<file path="src/rtl/inst_header_issue.sv">
// Instruction header issue stage: a small FIFO between fetch and control,
// with a registered issue slot that pops one header per unstalled cycle.
module inst_header_issue #(
   parameter int         DEPTH      = 2,
   parameter logic [9:0] NOP_HEADER = 10'b0000000000
) (
   input  logic        clk,
   input  logic        rst,
   input  logic [31:0] InstWord,
   input  logic        InstValid,
   output logic        InstReady,
   input  logic        Stall,
   input  logic        Flush,
   output logic [9:0]  InstHeader,
   output logic [21:0] InstOperands,
   output logic        HeaderValid,
   output logic [15:0] IssueCount,
   output logic [3:0]  BufLevel
);

   localparam int               PTR_W    = $clog2(DEPTH);
   localparam logic [PTR_W-1:0] LAST_PTR = PTR_W'(DEPTH - 1);
   localparam logic [3:0]       FULL_LVL = 4'(DEPTH);

   typedef enum logic [1:0] {
      OCC_EMPTY,
      OCC_PARTIAL,
      OCC_FULL
   } occ_t;

   occ_t             occ_q, occ_d;
   logic [3:0]       level_d;
   logic [PTR_W-1:0] wr_ptr, rd_ptr;
   logic [31:0]      mem [DEPTH];
   logic             push, pop;

   function automatic logic [PTR_W-1:0] ptr_inc(input logic [PTR_W-1:0] p);
      return (p == LAST_PTR) ? '0 : p + 1'b1;
   endfunction

   // Ready is held low during reset, then rises as soon as reset releases.
   assign InstReady = rst & ~Flush & (occ_q != OCC_FULL);
   assign push      = InstValid & InstReady;
   // Pop decisions use the pre-edge occupancy, so a word pushed into an empty
   // buffer is never popped on the same edge.
   assign pop       = ~Stall & ~Flush & (occ_q != OCC_EMPTY);

   // NOTE: every variable of a combinational block gets a default first so no latch is inferred.
   always_comb begin
      level_d = BufLevel;
      occ_d   = occ_q;
      if (Flush)
         level_d = '0;
      else if (push && !pop)
         level_d = BufLevel + 4'd1;
      else if (pop && !push)
         level_d = BufLevel - 4'd1;

      if (level_d == '0)
         occ_d = OCC_EMPTY;
      else if (level_d == FULL_LVL)
         occ_d = OCC_FULL;
      else
         occ_d = OCC_PARTIAL;
   end

   // NOTE: sequential state uses non-blocking assignments so every flop samples pre-edge values.
   always_ff @(posedge clk or negedge rst) begin
      if (!rst) begin
         occ_q    <= OCC_EMPTY;
         BufLevel <= '0;
         wr_ptr   <= '0;
         rd_ptr   <= '0;
      end else begin
         occ_q    <= occ_d;
         BufLevel <= level_d;
         if (Flush) begin
            wr_ptr <= '0;
            rd_ptr <= '0;
         end else begin
            if (push) wr_ptr <= ptr_inc(wr_ptr);
            if (pop)  rd_ptr <= ptr_inc(rd_ptr);
         end
      end
   end

   // NOTE: the storage array is not reset; occupancy and pointers alone decide what is valid.
   always_ff @(posedge clk) begin
      if (push) mem[wr_ptr] <= InstWord;
   end

   always_ff @(posedge clk or negedge rst) begin
      if (!rst) begin
         InstHeader   <= NOP_HEADER;
         InstOperands <= '0;
         HeaderValid  <= 1'b0;
         IssueCount   <= '0;
      end else if (Flush) begin
         InstHeader   <= NOP_HEADER;
         InstOperands <= '0;
         HeaderValid  <= 1'b0;
      end else if (!Stall) begin
         if (pop) begin
            InstHeader   <= mem[rd_ptr][31:22];
            InstOperands <= mem[rd_ptr][21:0];
            HeaderValid  <= 1'b1;
            IssueCount   <= IssueCount + 16'd1;
         end else begin
            InstHeader   <= NOP_HEADER;
            InstOperands <= '0;
            HeaderValid  <= 1'b0;
         end
      end
   end

endmodule

</file>
<file path="config.mk">
export PLATFORM = sky130hd
export DESIGN_NAME = inst_header_issue
export DESIGN_NICKNAME = d
export VERILOG_FILES = /design/src/rtl/inst_header_issue.sv
export SDC_FILE = /design/constraint.sdc
export NUM_CORES = 1
export LEC_CHECK = 0
export CAP_MARGIN = 20
export CORE_UTILIZATION = 51
export CTS_CLUSTER_DIAMETER = 150
export DETAILED_ROUTE_END_ITERATION = 10
export PLACE_DENSITY = 0.8
export SLEW_MARGIN = 30
export SYNTH_ARGS = -nofsm -noshare
export SYNTH_HDL_FRONTEND = slang
export SYNTH_SLANG_ARGS = --single-unit
</file>
<file path="constraint.sdc">
create_clock -name clk -period 3.9 [get_ports clk]
set_clock_uncertainty 0.15 [all_clocks]
set_input_delay 0.39 -clock clk [delete_from_list [all_inputs] [get_ports clk]]
set_output_delay 0.39 -clock clk [all_outputs]
set_load 0.01 [all_outputs]
</file>
After elaboration in Yosys (flattened, before gate mapping)
Memories as Yosys holds them, arrays and structs flattened. Cells that the tools add are included.

Eq/ne operators: 3. Bitwise operators: 7. Mux-type cells: 22. Reduce and logical (&&, ||, !) cells: 9. $add $sub $neg: 5.

Operators by type and width (count): 2-to-1 mux 22 bit (3); 2-to-1 mux 10 bit (3); adder 16 x 1 -> 16 bit (second input constant) (1); 2-to-1 mux 4 bit (3); 2-to-1 mux 1 bit (11); nonzero test 2 bit (3); AND 1 bit (5); adder 4 x 1 -> 4 bit (second input constant) (1); equality test 4 x 2 -> 1 bit (second input constant) (1); zero test 4 bit (1); 2-to-1 mux 2 bit (2); subtractor 4 x 1 -> 4 bit (second input constant) (1); AND reduction 3 bit (1); adder 1 bit (second input constant) (2); logical AND 1 bit (2); zero test 1 bit (2); inequality test 2 x 1 -> 1 bit (second input constant) (1); inequality test 2 bit (second input constant) (1); inverter 1 bit (2).

Bits in registers: 57. Output and inout bits: 54. Memories kept: 1. Memory bits (writable): 64. Logic and storage cells: 55. Bits of input ports: 37.

Memories: mem (words 2, width 32, read ports 1, clocked after Yosys merged registers in 0, wr ports 1, line 34) `logic [31:0] mem [DEPTH];`.

Longest topological paths before layout
Depth after elaboration: 12. Depth in mapped cells: 7. Mapped depth without buffers: 6.

Least setup slack after synthesis
No wires, ideal clock.

Kind: in2reg. Start point: input port Flush. End point: memory mem[0][0] (enable). Required time: 3.329 ns. Cell stages on the path: 3. Buffers on the path: 1. Arrival time: 2.448 ns. Library setup time: 0.421 ns. Setup slack: 0.880 ns. Path through: buf_6 -> or4_4 -> nor2_1.

Cells in the longest elaborated chain, start to end: 6.

RTL lines: start, declared (line 13) `input logic Flush,`; inverter 1 bit (no source line); AND 1 bit (2 in series) (line 42) `assign InstReady = rst & ~Flush & (occ_q != OCC_FULL);`; AND 1 bit (line 43) `assign push = InstValid & InstReady;`; 2-to-1 mux 1 bit (line 89) `if (push) mem[wr_ptr] <= InstWord;`; 2-to-1 mux 1 bit (not written as such) (line 89); end, declared (line 34).

Every way passes these cells.

Final worst setup path
Start point: input port rst. End point: memory mem[1][13] (enable).

Cells in the longest elaborated chain, start to end: 5.

RTL lines: start, declared (line 8) `input logic rst,`; AND 1 bit (2 in series) (line 42); AND 1 bit (line 43); 2-to-1 mux 1 bit (line 89); 2-to-1 mux 1 bit (not written as such) (line 89).

Every way passes these cells.

==> reports/qor.csv <==
metric,value,unit
status,"finished, final reports clean",
synth_fa_ha_area_frac,0.00815,
drt_iter0_markers,176,
overflow,0,
vias,2869,
setup_viol_count_final,0,
worstHoldPathType,input port to flop,
synth_top_family_by_area,simple AND/OR/NAND/NOR gates,
tightest_slew,0.808,ns
end_kind,flop,
synth_seq_cells,121,
first_pass_iters,4,
grt_pass1_vias,2907,
p_per_area,596,nW/µm²
fin_crit_sh,0.635,
p_switching,946,µW
ant_nets,0,
drive_gt1_frac,0.0998,
viasPerCell,5.32,
slew_violations,0,
insertion_delay,0.51,ns
cts_tree,built,
drc_errors,0,
dp.cells,506,
leakage,0.00239,µW
relSlewSlack,0.461,
post-route-min-period,2.47,ns
numCtsBuffers,17,
fp-row-count,34,
htree_num_levels,4,
chipWidth,97.0,µm
ff2ff_path_depth,3,
path_clk_slew,0.06,ns
fin_nets,458,
synthesis.area,4600,µm²
synthDistinctLibCells,35,
synth_compound_area_frac,0.0459,
cts.path.max_buffers,2,
grt_use_total,0.207,
yosysSeqAreaShare,0.727,
swShare,0.255,
start_kind,input port,
antenna-diode-count,0,
dpl.hpwl,5610,µm
async_reset_ff_frac,0.471,
die_area,9410,µm²
ios,91,
p_comb_frac,0.148,
routedWlPerCell,16.9,µm
placeableCoreArea,8720,µm²
synth_edf_count,64,
yosysMostFrequentCell,edfxtp_1,
synthMuxAreaShare,0.0807,
gp_congestion,0.749,
fmax,404,MHz
tns,0,ns
drv_cap,0,
synth_top_area_cell,edfxtp_1,
cp.arrival,2.46,ns
place_ws,0.969,ns
required,3.89,ns
synth.avg_cell_area,14.5,µm²
grt_max_degree,58,
synth_nets,358,
yosysTopAreaCellShare,0.418,
p_seq_frac,0.433,
port_buffers,90,
cp_max_fo,32,
synthFlopType,edfxtp_1,
antenna_found_initial,0,
syn_to_final_growth,35.4,%
min_path_cells,1,
final_cells,539,
power,3720,µW
p_int,2770,µW
clkPwrFrac,0.419,
ir_drop,0.309,mV
setup_slack,1.43,ns
cts_root_buf,clkbuf_8,
die-height,97.0,µm
yosys-top-cells-area,"edfxtp_1 (42%), dfrtp_1 (31%), mux2i_1 (7.8%), o21ai_0 (3.7%), nand2_1 (3.3%)",
critPathKind,input port to flop,
grt_pass1_wl,14700,µm
start_util,0.528,
nFillCells,568,
yosys_warnings,0,
yosys-top-cells-count,"edfxtp_1 (64), dfrtp_1 (57), nand2_1 (41), mux2i_1 (36), o21ai_0 (34)",
synthSimpleGateAreaFrac,0.0834,
syn-instance-count,318,
rsz0062_at_grt,false,
hold_viol_final,0,
synth_xor_area_frac,0.0353,
numClockSinks,121,
drt-total-wl,9120,µm
post-cts-setup-buffers,0,
## kinds of logic after synthesis
group	Yosys count
fa+ha+maj	3
simple gates	81
xor+xnor	17
compound gates	38
buf+inv	21
flops	121
mux	37
## critical path: stages
cell and delay (ns):
dlygate4sd3_1 0.52, buf_2 0.13, inv_1 0.10, nor4_2 0.53
and2_2 0.78
## state kept, by name (all words and copies together) (netlist names)
name	flops
BufLevel	4
HeaderValid	1
InstOperands	22
occ_q	2
mem	64
rd_ptr	1
InstHeader	10
wr_ptr	1
IssueCount	16
## cell type report
class                   instances  area (µm²)  area share
clock inverters                13         171      0.0275
clock buffers                  19         432      0.0693
repair buffers                 95         936       0.150
well taps                     108         135      0.0217
flip-flops and latches        121        3350       0.538
inverters                       7        26.3     0.00422
multi-input cells             176        1180       0.189
## stage by stage
stage | utilization | cell area [µm²] | hold slack (ns)
floorplan | - | 4600 | -0.0556
finish | 0.714 | 6230 | 0.307
global placement | 0.644 | 5620 | 0.305
global route | 0.714 | 6230 | 0.279
detailed placement | 0.644 | 5620 | 0.312
CTS | 0.714 | 6230 | 0.288
## power groups by stage
stage	Clock [µW]	Sequential, µW	Combinational, µW
after floorplan	0	1590	287
after global placement	0	1620	533
after detailed placement	0	1630	549
after CTS	1570	1610	558
after global routing	1650	1620	599
final	1560	1610	551
## path summary, 6_finish.rpt
path / startpoint / endpoint / slack (ns)
max: rst / mem[1][13] / 1.43
min: InstWord[14] / mem[0][14] / 0.31
max reg2reg: occ_q[1] / mem[1][13] / 1.62
min reg2reg: IssueCount[15] / IssueCount[15] / 0.32
max in group asynchronous: rst / rd_ptr / 2.60
min in group asynchronous: rst / InstOperands[6] / 0.47
## timing repair
action | 4_1_cts | 5_1_grt
hold endpoints to repair | 57 | 0
resized for setup | 0 | 0
hold buffers | 1 | 0
## metal layers
layer  up-vias  routed length (µm)  GRT usage
met5         -                   0          0
met3        15                 504     0.0831
met2        90                4670      0.334
met1      1421                3840      0.258
met4         0                  98     0.0586
li1       1343                   -          -
## cells in the final DEF (no fill, tap or decap), types with 4 or more instances in the layout
cell,netlist,layout
buf_4,0,4
clkbuf_16,0,16
clkdlybuf4s50_1,0,89
clkinv_4,0,4
clkinvlp_4,0,4
dfrtp_1,57,56
edfxtp_1,64,64
inv_1,7,7
mux2i_1,36,36
nand2_1,41,41
nand3_1,7,7
nor2_1,9,8
nor3_1,5,5
o21ai_0,34,34
xnor2_1,13,13
Power figures use the tool's default switching activity.
